$ cat config.mk
export PLATFORM = sky130hd
export DESIGN_NAME = multimode_time_core_flat
export DESIGN_NICKNAME = d
export VERILOG_FILES = /design/src/rtl/multimode_time_core_if.sv /design/src/rtl/multimode_time_core.sv /design/src/flat_wrapper.sv
export SDC_FILE = /design/constraint.sdc
export NUM_CORES = 1
export LEC_CHECK = 0
export BUFFER_PORTS_ARGS = -buffer_cell sky130_fd_sc_hd__buf_2
export CAP_MARGIN = 20
export CORE_ASPECT_RATIO = 1.25
export CORE_UTILIZATION = 54
export CTS_CLUSTER_SIZE = 25
export DETAILED_ROUTE_END_ITERATION = 7
export PLACE_DENSITY = 0.76
export SLEW_MARGIN = 40
export SYNTH_ARGS = -nofsm -noshare
export SYNTH_HDL_FRONTEND = slang
export SYNTH_SLANG_ARGS = --single-unit
$ cat constraint.sdc
create_clock -name clk -period 2.5 [get_ports clk]
set_input_delay 0.25 -clock clk [delete_from_list [all_inputs] [get_ports clk]]
set_output_delay 0.25 -clock clk [all_outputs]
set_load 0.02 [all_outputs]
$ cat src/rtl/multimode_time_core_if.sv
// multimode_time_core_if: control, load and display signals of the time core
interface multimode_time_core_if;
    logic [1:0] mode;
    logic       load;
    logic       run_toggle;
    logic       h12;
    logic [4:0] hours_i;
    logic [5:0] mins_i;
    logic [5:0] secs_i;
    logic [4:0] hours;
    logic [5:0] mins;
    logic [5:0] secs;
    logic       pm;
    logic       tick_1s;
    logic       timer_done;
    logic       expired;
    logic       load_err;
    modport master (
        output mode, load, run_toggle, h12, hours_i, mins_i, secs_i,
        input  hours, mins, secs, pm, tick_1s, timer_done, expired, load_err
    );
    modport slave (
        input  mode, load, run_toggle, h12, hours_i, mins_i, secs_i,
        output hours, mins, secs, pm, tick_1s, timer_done, expired, load_err
    );
endinterface

$ cat src/rtl/multimode_time_core.sv
// multimode_time_core: clock, stopwatch and countdown timer sharing one 1 s tick
module multimode_time_core #(
    parameter int DIV   = 100_000_000,
    parameter int H_MAX = 24
) (
    input logic clk,
    input logic reset,
    multimode_time_core_if.slave bus
);
    localparam int DW = $clog2(DIV);

    logic [DW-1:0] div;
    logic          tick, valid, tm_load, expire, sw_run, tm_run, tm_run_nx;
    logic [16:0]   clk_t, sw_t, tm_t, clk_nx, sw_nx, tm_nx, load_t, disp_t;
    logic [4:0]    disp_h;

    // times are packed {hours[4:0], mins[5:0], secs[5:0]}
    function automatic logic [16:0] inc(input logic [16:0] t);
        logic [4:0] h;
        logic [5:0] m, s;
        {h, m, s} = t;
        if (s != 6'd59) s = s + 6'd1;
        else begin
            s = '0;
            if (m != 6'd59) m = m + 6'd1;
            else begin
                m = '0;
                h = (h == 5'(H_MAX - 1)) ? 5'd0 : h + 5'd1;
            end
        end
        return {h, m, s};
    endfunction

    function automatic logic [16:0] dec(input logic [16:0] t);
        logic [4:0] h;
        logic [5:0] m, s;
        {h, m, s} = t;
        if (s != '0) s = s - 6'd1;
        else begin
            s = 6'd59;
            if (m != '0) m = m - 6'd1;
            else begin
                m = 6'd59;
                h = h - 5'd1;
            end
        end
        return {h, m, s};
    endfunction

    assign tick        = div == DW'(DIV - 1);
    assign bus.tick_1s = tick;
    assign load_t      = {bus.hours_i, bus.mins_i, bus.secs_i};
    assign valid       = {1'b0, bus.hours_i} < 6'(H_MAX) && bus.mins_i < 6'd60 && bus.secs_i < 6'd60;
    assign tm_load     = bus.load && bus.mode == 2'b11 && valid;
    assign expire      = tick && tm_run && !tm_load && tm_t == 17'd1;

    always_comb begin
        clk_nx    = (bus.load && bus.mode == 2'b00 && valid) ? load_t : tick ? inc(clk_t) : clk_t;
        sw_nx     = (bus.load && bus.mode == 2'b10) ? '0 : (tick && sw_run) ? inc(sw_t) : sw_t;
        tm_nx     = tm_load ? load_t : (tick && tm_run && tm_t != '0) ? dec(tm_t) : tm_t;
        // a timer that would sit at zero is never allowed to start
        tm_run_nx = expire ? 1'b0 :
                    (bus.run_toggle && bus.mode == 2'b11) ? (!tm_run && tm_nx != '0) : tm_run;
        disp_t    = !bus.mode[1] ? clk_t : bus.mode[0] ? tm_t : sw_t;
        disp_h    = (bus.h12 && !bus.mode[1]) ?
                    (disp_t[16:12] == '0 ? 5'd12 : disp_t[16:12] > 5'd12 ? disp_t[16:12] - 5'd12 : disp_t[16:12]) :
                    disp_t[16:12];
    end

    always_ff @(posedge clk) begin
        if (reset) begin
            div            <= '0;
            clk_t          <= '0;
            sw_t           <= '0;
            tm_t           <= '0;
            sw_run         <= 1'b0;
            tm_run         <= 1'b0;
            bus.hours      <= '0;
            bus.mins       <= '0;
            bus.secs       <= '0;
            bus.pm         <= 1'b0;
            bus.timer_done <= 1'b0;
            bus.expired    <= 1'b0;
            bus.load_err   <= 1'b0;
        end else begin
            div            <= tick ? '0 : div + 1'b1;
            clk_t          <= clk_nx;
            sw_t           <= sw_nx;
            tm_t           <= tm_nx;
            tm_run         <= tm_run_nx;
            sw_run         <= (bus.load && bus.mode == 2'b10) ? 1'b0 : sw_run ^ (bus.run_toggle && bus.mode == 2'b10);
            bus.timer_done <= expire;
            bus.expired    <= tm_load ? 1'b0 : expire ? 1'b1 : bus.expired;
            bus.load_err   <= bus.load && bus.mode[0] == bus.mode[1] && !valid;
            bus.hours      <= disp_h;
            bus.mins       <= disp_t[11:6];
            bus.secs       <= disp_t[5:0];
            bus.pm         <= bus.h12 && !bus.mode[1] && disp_t[16:12] >= 5'd12;
        end
    end
endmodule

$ cat src/flat_wrapper.sv
// flat-port wrapper written by rule: the top's interface ports become plain ports
module multimode_time_core_flat 
#(
    parameter int DIV   = 100_000_000,
    parameter int H_MAX = 24
)
  (clk, reset, bus_mode, bus_load, bus_run_toggle, bus_h12, bus_hours_i, bus_mins_i, bus_secs_i, bus_hours, bus_mins, bus_secs, bus_pm, bus_tick_1s, bus_timer_done, bus_expired, bus_load_err);
  multimode_time_core_if bus_i ();
  input logic clk;
  input logic reset;
  input wire logic [$bits(bus_i.mode)-1:0] bus_mode;
  input wire logic [$bits(bus_i.load)-1:0] bus_load;
  input wire logic [$bits(bus_i.run_toggle)-1:0] bus_run_toggle;
  input wire logic [$bits(bus_i.h12)-1:0] bus_h12;
  input wire logic [$bits(bus_i.hours_i)-1:0] bus_hours_i;
  input wire logic [$bits(bus_i.mins_i)-1:0] bus_mins_i;
  input wire logic [$bits(bus_i.secs_i)-1:0] bus_secs_i;
  output wire logic [$bits(bus_i.hours)-1:0] bus_hours;
  output wire logic [$bits(bus_i.mins)-1:0] bus_mins;
  output wire logic [$bits(bus_i.secs)-1:0] bus_secs;
  output wire logic [$bits(bus_i.pm)-1:0] bus_pm;
  output wire logic [$bits(bus_i.tick_1s)-1:0] bus_tick_1s;
  output wire logic [$bits(bus_i.timer_done)-1:0] bus_timer_done;
  output wire logic [$bits(bus_i.expired)-1:0] bus_expired;
  output wire logic [$bits(bus_i.load_err)-1:0] bus_load_err;
  assign bus_i.mode = bus_mode;
  assign bus_i.load = bus_load;
  assign bus_i.run_toggle = bus_run_toggle;
  assign bus_i.h12 = bus_h12;
  assign bus_i.hours_i = bus_hours_i;
  assign bus_i.mins_i = bus_mins_i;
  assign bus_i.secs_i = bus_secs_i;
  assign bus_hours = bus_i.hours;
  assign bus_mins = bus_i.mins;
  assign bus_secs = bus_i.secs;
  assign bus_pm = bus_i.pm;
  assign bus_tick_1s = bus_i.tick_1s;
  assign bus_timer_done = bus_i.timer_done;
  assign bus_expired = bus_i.expired;
  assign bus_load_err = bus_i.load_err;
  multimode_time_core #(.DIV(DIV), .H_MAX(H_MAX)) u_core (.clk(clk), .reset(reset), .bus(bus_i));
endmodule
; After elaboration in Yosys (flattened, before gate mapping)
; Index checks and enable logic that the tools add are counted.
[totals]
register_bits = 101
out_inout_bits = 22
[op_classes]
add_sub_neg = 11
n_eq_ne = 13
n_reduce_logical = 38
magnitude_cmp = 5
bitwise = 3
n_mux = 23
[ops]
columns = op, n
row1 = $mux W17, 6
row2 = $mux W6, 8
row3 = $mux W5, 9
row4 = $reduce_bool A17 Y1, 2
row5 = $add A27 B1 Y27 const B, 1
row6 = $eq A27 B27 Y1 const B, 1
row7 = $add A6 B1 Y6 const B, 4
row8 = $ne A6 B6 Y1 const B, 4
row9 = $logic_and A1 B1 Y1, 19
row10 = $eq A17 B1 Y1 const B, 1
row11 = $lt A6 B6 Y1 const B, 2
row12 = $reduce_bool A6 Y1, 2
row13 = $sub A6 B1 Y6 const B, 2
row14 = $add A5 B1 Y5 const B, 2
row15 = $eq A5 B5 Y1 const B, 2
row16 = $reduce_or A2 Y1, 4
row17 = $reduce_and A3 Y1, 2
row18 = $ge A5 B4 Y1 const B, 1
row19 = $gt A5 B4 Y1 const B, 1
row20 = $logic_not A5 Y1, 1
row21 = $lt A5 B5 Y1 const B, 1
row22 = $sub A5 B1 Y5 const B, 1
row23 = $sub A5 B4 Y5 const B, 1
row24 = $eq A2 B2 Y1 const B, 2
row25 = other kinds (8), 14

; Longest topological paths before layout
; Gate-level depths: netlist (run 1).
[logic_depth]
ltp_word = 8
mapped_depth = 11

; Worst setup path before layout (run 1)
; OpenSTA, ideal clock, no wires.
[synth_timing]
path_kind = input to register
from = input port bus_mode[0]
to = register u_core.clk_t[14]
stages = 10
path_slack_ns = 0.007
t_arrival_ns = 2.365
t_required_ns = 2.372
cell_sequence = clkbuf_1 > buf_1 > inv_1 > ha_1 > and3_1 > clkbuf_1 > a31o_2 > clkbuf_1 > a22oi_1 > nor2_1
[synth_via]
elab_chain_len = 5
[synth_rtl]
columns = item, line
row1 = start: declaration, flat_wrapper.sv:11  ; input wire logic [$bits(bus_i.mode)-1:0] bus_mode;
row2 = $logic_not A2 Y1 *, multimode_time_core.sv:58  ; clk_nx = (bus.load && bus.mode == 2'b00 && valid) ? load_t : tick ? inc(clk_t) : clk_t;
row3 = $logic_and A1 B1 Y1 * (2 in series), multimode_time_core.sv:58
row4 = $ne A2 B1 Y1 (no line) or $reduce_bool A2 Y1 (tied branches), -
row5 = $reduce_and A3 Y1 (no line), -
row6 = end signal: assignment, multimode_time_core.sv:87  ; clk_t <= clk_nx;
row7 = end: declaration, multimode_time_core.sv:14  ; logic [16:0] clk_t, sw_t, tm_t, clk_nx, sw_nx, tm_nx, load_t, disp_t;
; Mark *: on every way between the ends. The rest lies on a longest branch, timed or not.
; A chain may end at the register's enable or synchronous reset.

; Worst setup path after layout (run 1)
[layout_timing]
from = register u_core.tm_t[12]
to = register u_core.tm_run
[layout_via]
elab_chain_len = 7
[layout_rtl]
columns = item, line
row1 = start: declaration, multimode_time_core.sv:14
row2 = start signal: assignment, multimode_time_core.sv:89  ; tm_t <= tm_nx;
row3 = $sub A5 B1 Y5, multimode_time_core.sv:44  ; h = h - 5'd1;
row4 = $mux W5, multimode_time_core.sv:41  ; if (m != '0) m = m - 6'd1;
row5 = $mux W5, multimode_time_core.sv:38  ; if (s != '0) s = s - 6'd1;
row6 = $mux W17 (2 in series), multimode_time_core.sv:60  ; tm_nx = tm_load ? load_t : (tick && tm_run && tm_t != '0) ? dec(tm_t) : tm_t;
row7 = $reduce_bool A17 Y1, multimode_time_core.sv:63  ; (bus.run_toggle && bus.mode == 2'b11) ? (!tm_run && tm_nx != '0) : tm_run;
row8 = $logic_and A1 B1 Y1, multimode_time_core.sv:63
row9 = end signal: assignment, multimode_time_core.sv:90  ; tm_run <= tm_run_nx;
row10 = end: declaration, multimode_time_core.sv:13  ; logic tick, valid, tm_load, expire, sw_run, tm_run, tm_run_nx;
; Parallel ways exist; a longest one is shown, timed or not.

==> results of run 1 <==
through the flow:
| step | utilization | power [mW] |
|---|---|---|
| final | 0.697 | 3.50 |
| after global routing | 0.697 | 3.61 |
| after CTS | 0.684 | 3.47 |
| after detailed placement | 0.652 | 2.15 |
| after global placement | 0.652 | 2.14 |
| after floorplan | - | 1.96 |
flip-flops by register name (all words and copies together), names as in the netlist:
register and cells:
u_core.div 27, u_core.clk_t 17, u_core.sw_t 17, u_core.tm_t 17, u_core.bus.mins 6, u_core.bus.secs 6, u_core.bus.hours 5, u_core.bus.expired 1
u_core.bus.load_err 1, u_core.bus.pm 1, u_core.bus.timer_done 1, u_core.sw_run 1, u_core.tm_run 1
area by class of cell:
class	count	area, um^2
tap	126	158
timing repair buffer	132	878
fill	791	2930
clock inverter	5	35.0
inverter	16	60.1
multi-input combinational	521	3330
sequential	101	2030
clock buffer	11	243
metal layers:
| layer | share of wire | routed length (um) |
|---|---|---|
| met1 | 0.38 | 5890 |
| met2 | 0.53 | 8200 |
| met3 | 0.051 | 801 |
| met4 | 0.045 | 708 |
| met5 | 0 | 0 |
worst paths after layout:
check,end,depth (start not counted),startpoint,slack [ps]
worst max-delay path,u_core.tm_run,11,u_core.tm_t[12],10
worst min-delay path,u_core.clk_t[13],3,bus_hours_i[1],180
worst max register to register,u_core.tm_run,11,u_core.tm_t[12],10
worst min register to register,u_core.bus.expired,2,u_core.bus.expired,450
layout by cell type (no fill, tap or decap), types with 3 or more instances in the layout:
| cell | instances |
|---|---|
| nor2b_1 | 5 |
| ha_1 | 16 |
| o31ai_1 | 4 |
| or4_1 | 3 |
| a211oi_1 | 21 |
| and2_1 | 9 |
| nor2_1 | 104 |
| a22oi_1 | 8 |
| nand4b_1 | 3 |
| inv_1 | 15 |
| a31oi_1 | 8 |
| dfxtp_2 | 3 |
| a311oi_1 | 5 |
| xnor2_1 | 14 |
| nand4_1 | 13 |
| dfxtp_1 | 98 |
| and3_1 | 7 |
| nand2_1 | 60 |
| xor2_1 | 20 |
| nor3_1 | 24 |
| buf_2 | 45 |
| a21oi_1 | 28 |
| a21o_1 | 3 |
| nand3_1 | 40 |
| o21ai_0 | 34 |
| nand2b_1 | 5 |
| buf_4 | 87 |
| mux2i_1 | 21 |
| clkbuf_16 | 9 |
| or3_1 | 10 |
critical path: stages (launching register included):
cell       delay, ps
dfxtp_1          330
inv_1             80
ha_1             220
nor4b_2          180
buf_4            150
a2111oi_4        340
buf_4            170
xnor2_2          100
a31oi_2          130
a211oi_2         320
and4_4           280
a21oi_2           50
repair_timing:
item,in CTS,in global routing
endpoints found under the setup margin,1,12
pin swaps,0,7
gates resized for setup,7,27
setup buffers,0,1
cell families (layout without fill, tap and decap cells):
logic type | count (synthesis) | in the layout
AOI/OAI and AO/OA | 131 | 131
xor gates and xnor gates | 35 | 35
adders and majority gates | 19 | 19
buffers and inverters | 46 | 164
DFF | 101 | 101
muxes | 21 | 21
and+or+nand+nor | 315 | 315
power breakdown:
part	internal [mW]	total, mW	leakage [nW]	switching (mW)
Combinational	0.195	0.481	1.82	0.287
Clock	0.706	1.34	0.136	0.638
Sequential	1.65	1.67	0.820	0.0267
Total	2.55	3.50	2.78	0.951
==> summary.txt, run 1 <==
routing usage on met2 -> 0.584
vias post-DR -> 5388
input/output buffers -> 45
Synth Area in Compound Gates -> 0.156
nets -> 824
period utilisation layout -> 0.995
Cell Area, Synth -> 0.00539 mm^2
routed wire length -> 15600 um
starting density of the core -> 0.558
cell count after placement -> 895
Reg clk slew, reported paths -> 80 ps
crit-path max FO -> 3
Mean Syn Cell Area -> 8.07 um^2
VDD IR max -> 352 uV
ANT nets after route -> 0
run status -> finished, final reports clean
GRT Max-Usage Layer -> met2
Ys Warns -> 0
I/O pin total -> 46
DP Worst Slack -> -311 ps
Placement Cell Area -> 0.00630 mm^2
Max Freq -> 402 MHz
first-pass GRT wire length -> 25200 um
total negative slack -> 0 ps
Least-Margin Pin Slew -> 489 ps
Worst-Skew Late Latency -> 350 ps
CTS tree -> done
H-tree levels -> 3
Core ar. -> 0.00966 mm^2
Final Hold Fails -> 0
initial antenna violation count -> 0
Final WS setup -> 11.9 ps
Setup crit end kind -> register
largest family of logic cells by synthesized area -> simple AND/OR/NAND/NOR gates
Synth Instances -> 668
Die ar. -> 0.0104 mm^2
fin. max-slew vios -> 0
grt met1 use -> 0.331
ys async rst share -> 0
fin cells -> 912
worst hold-check path type -> in -> reg
area delta synth->final -> 24.8%
PD cells -> 520 mW/mm^2
worst hold slack -> 180 ps
row cnt -> 40
XOR/XNOR share of the synthesized area -> 0.0569
Synth top cells by count -> nor2_1 (106), dfxtp_1 (101), nand2_1 (62)
Post-Syn Nets -> 711
Critical Path RT -> 2720 ps
Yosys cell types -> 55
Synth Area in Simple Gates -> 0.296
Max Cap Viol -> 0
grt total ovfl -> 0
met3 Usage GRT -> 0.0420
drt initial violations -> 348
width of the die -> 91.4 um
Worst Clk Skew -> 10.6 ps
crit path DAT -> 2710 ps
most common cell in the synthesized netlist -> nor2_1
Final setup viols -> 0
pin count of the biggest net entering global routing -> 35
Yosys reg bits -> 101
RSZ-0062 raised after global routing -> yes
post-cts hold buffer count -> 0
sequential element share of the synthesized area -> 0.375
DRC -> 0
area share of the largest cell type after synthesis -> 0.375
CP Launch Type -> register
DP HPWL -> 11900 um
via/cell ratio -> 5.91
clock sink count -> 101
Final Critical Period -> 2490 ps
die height -> 114 um
CTS Buffer Depth -> 2
number of flops mapped to enable cells by yosys -> 0
Total GRT Usage -> 0.309
mean routed wirelength per cell -> 17.1 um
Synth area leaders -> dfxtp_1 (38%), nor2_1 (7.4%), ha_1 (4.4%)
ANT cells -> 0
Synth area leader -> dfxtp_1
Finished Cell Area -> 0.00673 mm^2
ys flop type -> dfxtp_1
vias in the first global route -> 5280
mux contribution to synthesized area -> 0.0390
Adder-Cell Fraction of Synth Area -> 0.0441
GPL Wtd Cong -> 0.920
Root Buffer -> clkbuf_16
Setup CP Type -> reg -> reg
CTS Buf Count -> 9
TritonRoute pass-1 iters -> 5
Slew headroom -> 0.671
Pleak -> 2.78 nW
layout cells sized above 1 -> 0.238
No activity file was read; power rests on OpenSTA's default activity.
==> run 2: changes to the inputs <==
- BUFFER_PORTS_ARGS: -buffer_cell sky130_fd_sc_hd__buf_2 -> not set
- CORE_UTILIZATION: 54 -> 58
- DONT_BUFFER_PORTS: not set -> 1
==> summary.txt, run 2 (synthesized netlist as in run 1, its figures left out) <==
run status -> finished, final reports clean
GPL Wtd Cong -> 0.931 (+1.2%)
cell count after placement -> 826 (-7.7%)
max reg flops -> 27 (unchanged)
RSZ-0062 raised after global routing -> yes
DP Worst Slack -> -140 ps (+171 ps)
Final Hold Fails -> 0 (unchanged)
vias post-DR -> 5205 (-3.4%)
CP Launch Type -> register
Finished Cell Area -> 0.00620 mm^2 (-7.8%)
Setup CP Type -> reg -> reg
H-tree levels -> 3 (unchanged)
Setup crit end kind -> register
Worst-Skew Late Latency -> 380 ps (+30 ps)
die height -> 110 um (-3.4%)
Reg clk slew, reported paths -> 100 ps (+20 ps)
CP peak stage delay -> 340 ps (about the same)
most common cell after layout, fill and taps aside -> nor2_1
Pleak -> 2.43 nW (-12%)
row cnt -> 38 (-5.0%)
fin cells -> 845 (-7.3%)
Reg with most FFs -> u_core.div
VDD IR max -> 284 uV (-19%)
grt total ovfl -> 0 (unchanged)
Placement Cell Area -> 0.00594 mm^2 (-5.6%)
via/cell ratio -> 6.16 (+4.3%)
pin count of the biggest net entering global routing -> 56 (+60%)
PD cells -> 493 mW/mm^2 (-5.3%)
crit path DAT -> 2720 ps (about the same)
Crit-path slowest cell -> dfxtp_1
TritonRoute pass-1 iters -> 5 (unchanged)
CTS tree -> done
mean routed wirelength per cell -> 17.4 um (+1.6%)
DP HPWL -> 10900 um (-8.2%)
Root Buffer -> clkbuf_8
fin. max-slew vios -> 0 (unchanged)
first-pass GRT wire length -> 23600 um (-6.2%)
Least-Margin Pin Slew -> 539 ps (+50.0 ps)
Max Cap Viol -> 0 (unchanged)
Core ar. -> 0.00884 mm^2 (-8.4%)
most frequent cells in the layout -> nor2_1 (102), dfxtp_1 (101), buf_4 (68), nand2_1 (59), nand3_1 (40)
DRC -> 0 (unchanged)
CP Launch Point -> u_core.div[11]
input/output buffers -> 0 (-100%)
Worst Clk Skew -> 13.0 ps (+2.46 ps)
min-delay src -> bus_hours_i[1]
Final Critical Period -> 2440 ps (-43.3 ps)
routed wire length -> 14700 um (-5.9%)
Final WS setup -> 55.2 ps (+43.3 ps)
Slew headroom -> 0.640 (-0.0309)
area delta synth->final -> 15.1%
worst hold slack -> 18.1 ps (-162 ps)
drt initial violations -> 403 (+16%)
Critical Path RT -> 2780 ps (+60 ps)
Reg-to-Reg Start -> u_core.div[11]
layout cells sized above 1 -> 0.149 (-0.0889)
width of the die -> 88.2 um (-3.4%)
CTS Buf Count -> 9 (unchanged)
I/O pin total -> 46 (unchanged)
worst hold-check path type -> in -> reg
clock sink count -> 101 (unchanged)
Max Freq -> 409 MHz (+1.8%)
crit-path max FO -> 5 (+2)
final core utilization -> 0.701 (+0.00484)
vias in the first global route -> 4973 (-5.8%)
cell mode on critical path -> buf_4
ANT cells -> 0 (unchanged)
Die ar. -> 0.00969 mm^2 (-6.8%)
starting density of the core -> 0.610 (+0.0515)
Total GRT Usage -> 0.318 (+0.00884)
Final setup viols -> 0 (unchanged)
worst path cell trace -> nor4b_4 > nand4_4 > buf_4 > nor3_4 > buf_4 > a31oi_1 > o31ai_1 > and3_1 > and4_4 > a21oi_2
period utilisation layout -> 0.978 (-0.0173)
initial antenna violation count -> 0 (unchanged)
CTS Buffer Depth -> 2 (unchanged)
nets -> 763 (-7.4%)
ANT nets after route -> 0 (unchanged)
-- run 2: metrics by stage --
stage / setup TNS [ps] / total power [mW]
final: 0 / 3.06
after global routing: -112 / 3.15
after CTS: 0 / 3.04
after detailed placement: -140 / 2.06
after global placement: -41.8 / 2.05
after floorplan: 0 / 1.96
-- run 2: per-layer routing --
metal  global-route usage  share of wire  up-vias
met5                    0              0        -
met4                0.168          0.045        0
met3               0.0758          0.073       56
met2                0.554           0.50      215
met1                0.355           0.38     2444
li1                     -              -     2490
-- run 2: layout make-up --
type,instances,area [um^2]
sequential,101,2020
tap,120,150
timing repair buffer,71,561
fill,748,2640
multi-input combinational,521,3230
clock buffer,14,163
clock inverter,2,16.3
inverter,16,60.1
-- run 2: path summary, 6_finish.rpt --
| path | endpoint | slack, ps | cells after the start |
|---|---|---|---|
| worst max register to register | u_core.tm_run | 60 | 10 |
| worst min register to register | u_core.div[23] | 490 | 2 |
| worst min-delay path | u_core.clk_t[13] | 20 | 2 |
| worst max-delay path | u_core.tm_run | 60 | 10 |
-- run 2: what timing repair did --
action / 4_1_cts / 5_1_grt
hold endpoints to repair: 55 / 0
setup buffers: 0 / 1
setup endpoints to repair: 1 / 18
gates resized for setup: 1 / 12
cloned: 0 / 0
hold buffers: 2 / 0
pin swaps: 0 / 1
-- run 2: worst max-delay path: cells and delay by family (launching register included) --
kind                   cells  cell delay, ps
and+or+nand+nor            5            1210
DFF                        1             340
buffers and inverters      2             350
AOI/OAI and AO/OA          3             460
-- run 2: where the power goes --
part | internal [mW] | switching (mW)
combinational | 0.157 | 0.213
clock | 0.423 | 0.571
sequential | 1.65 | 0.0462
total | 2.23 | 0.830
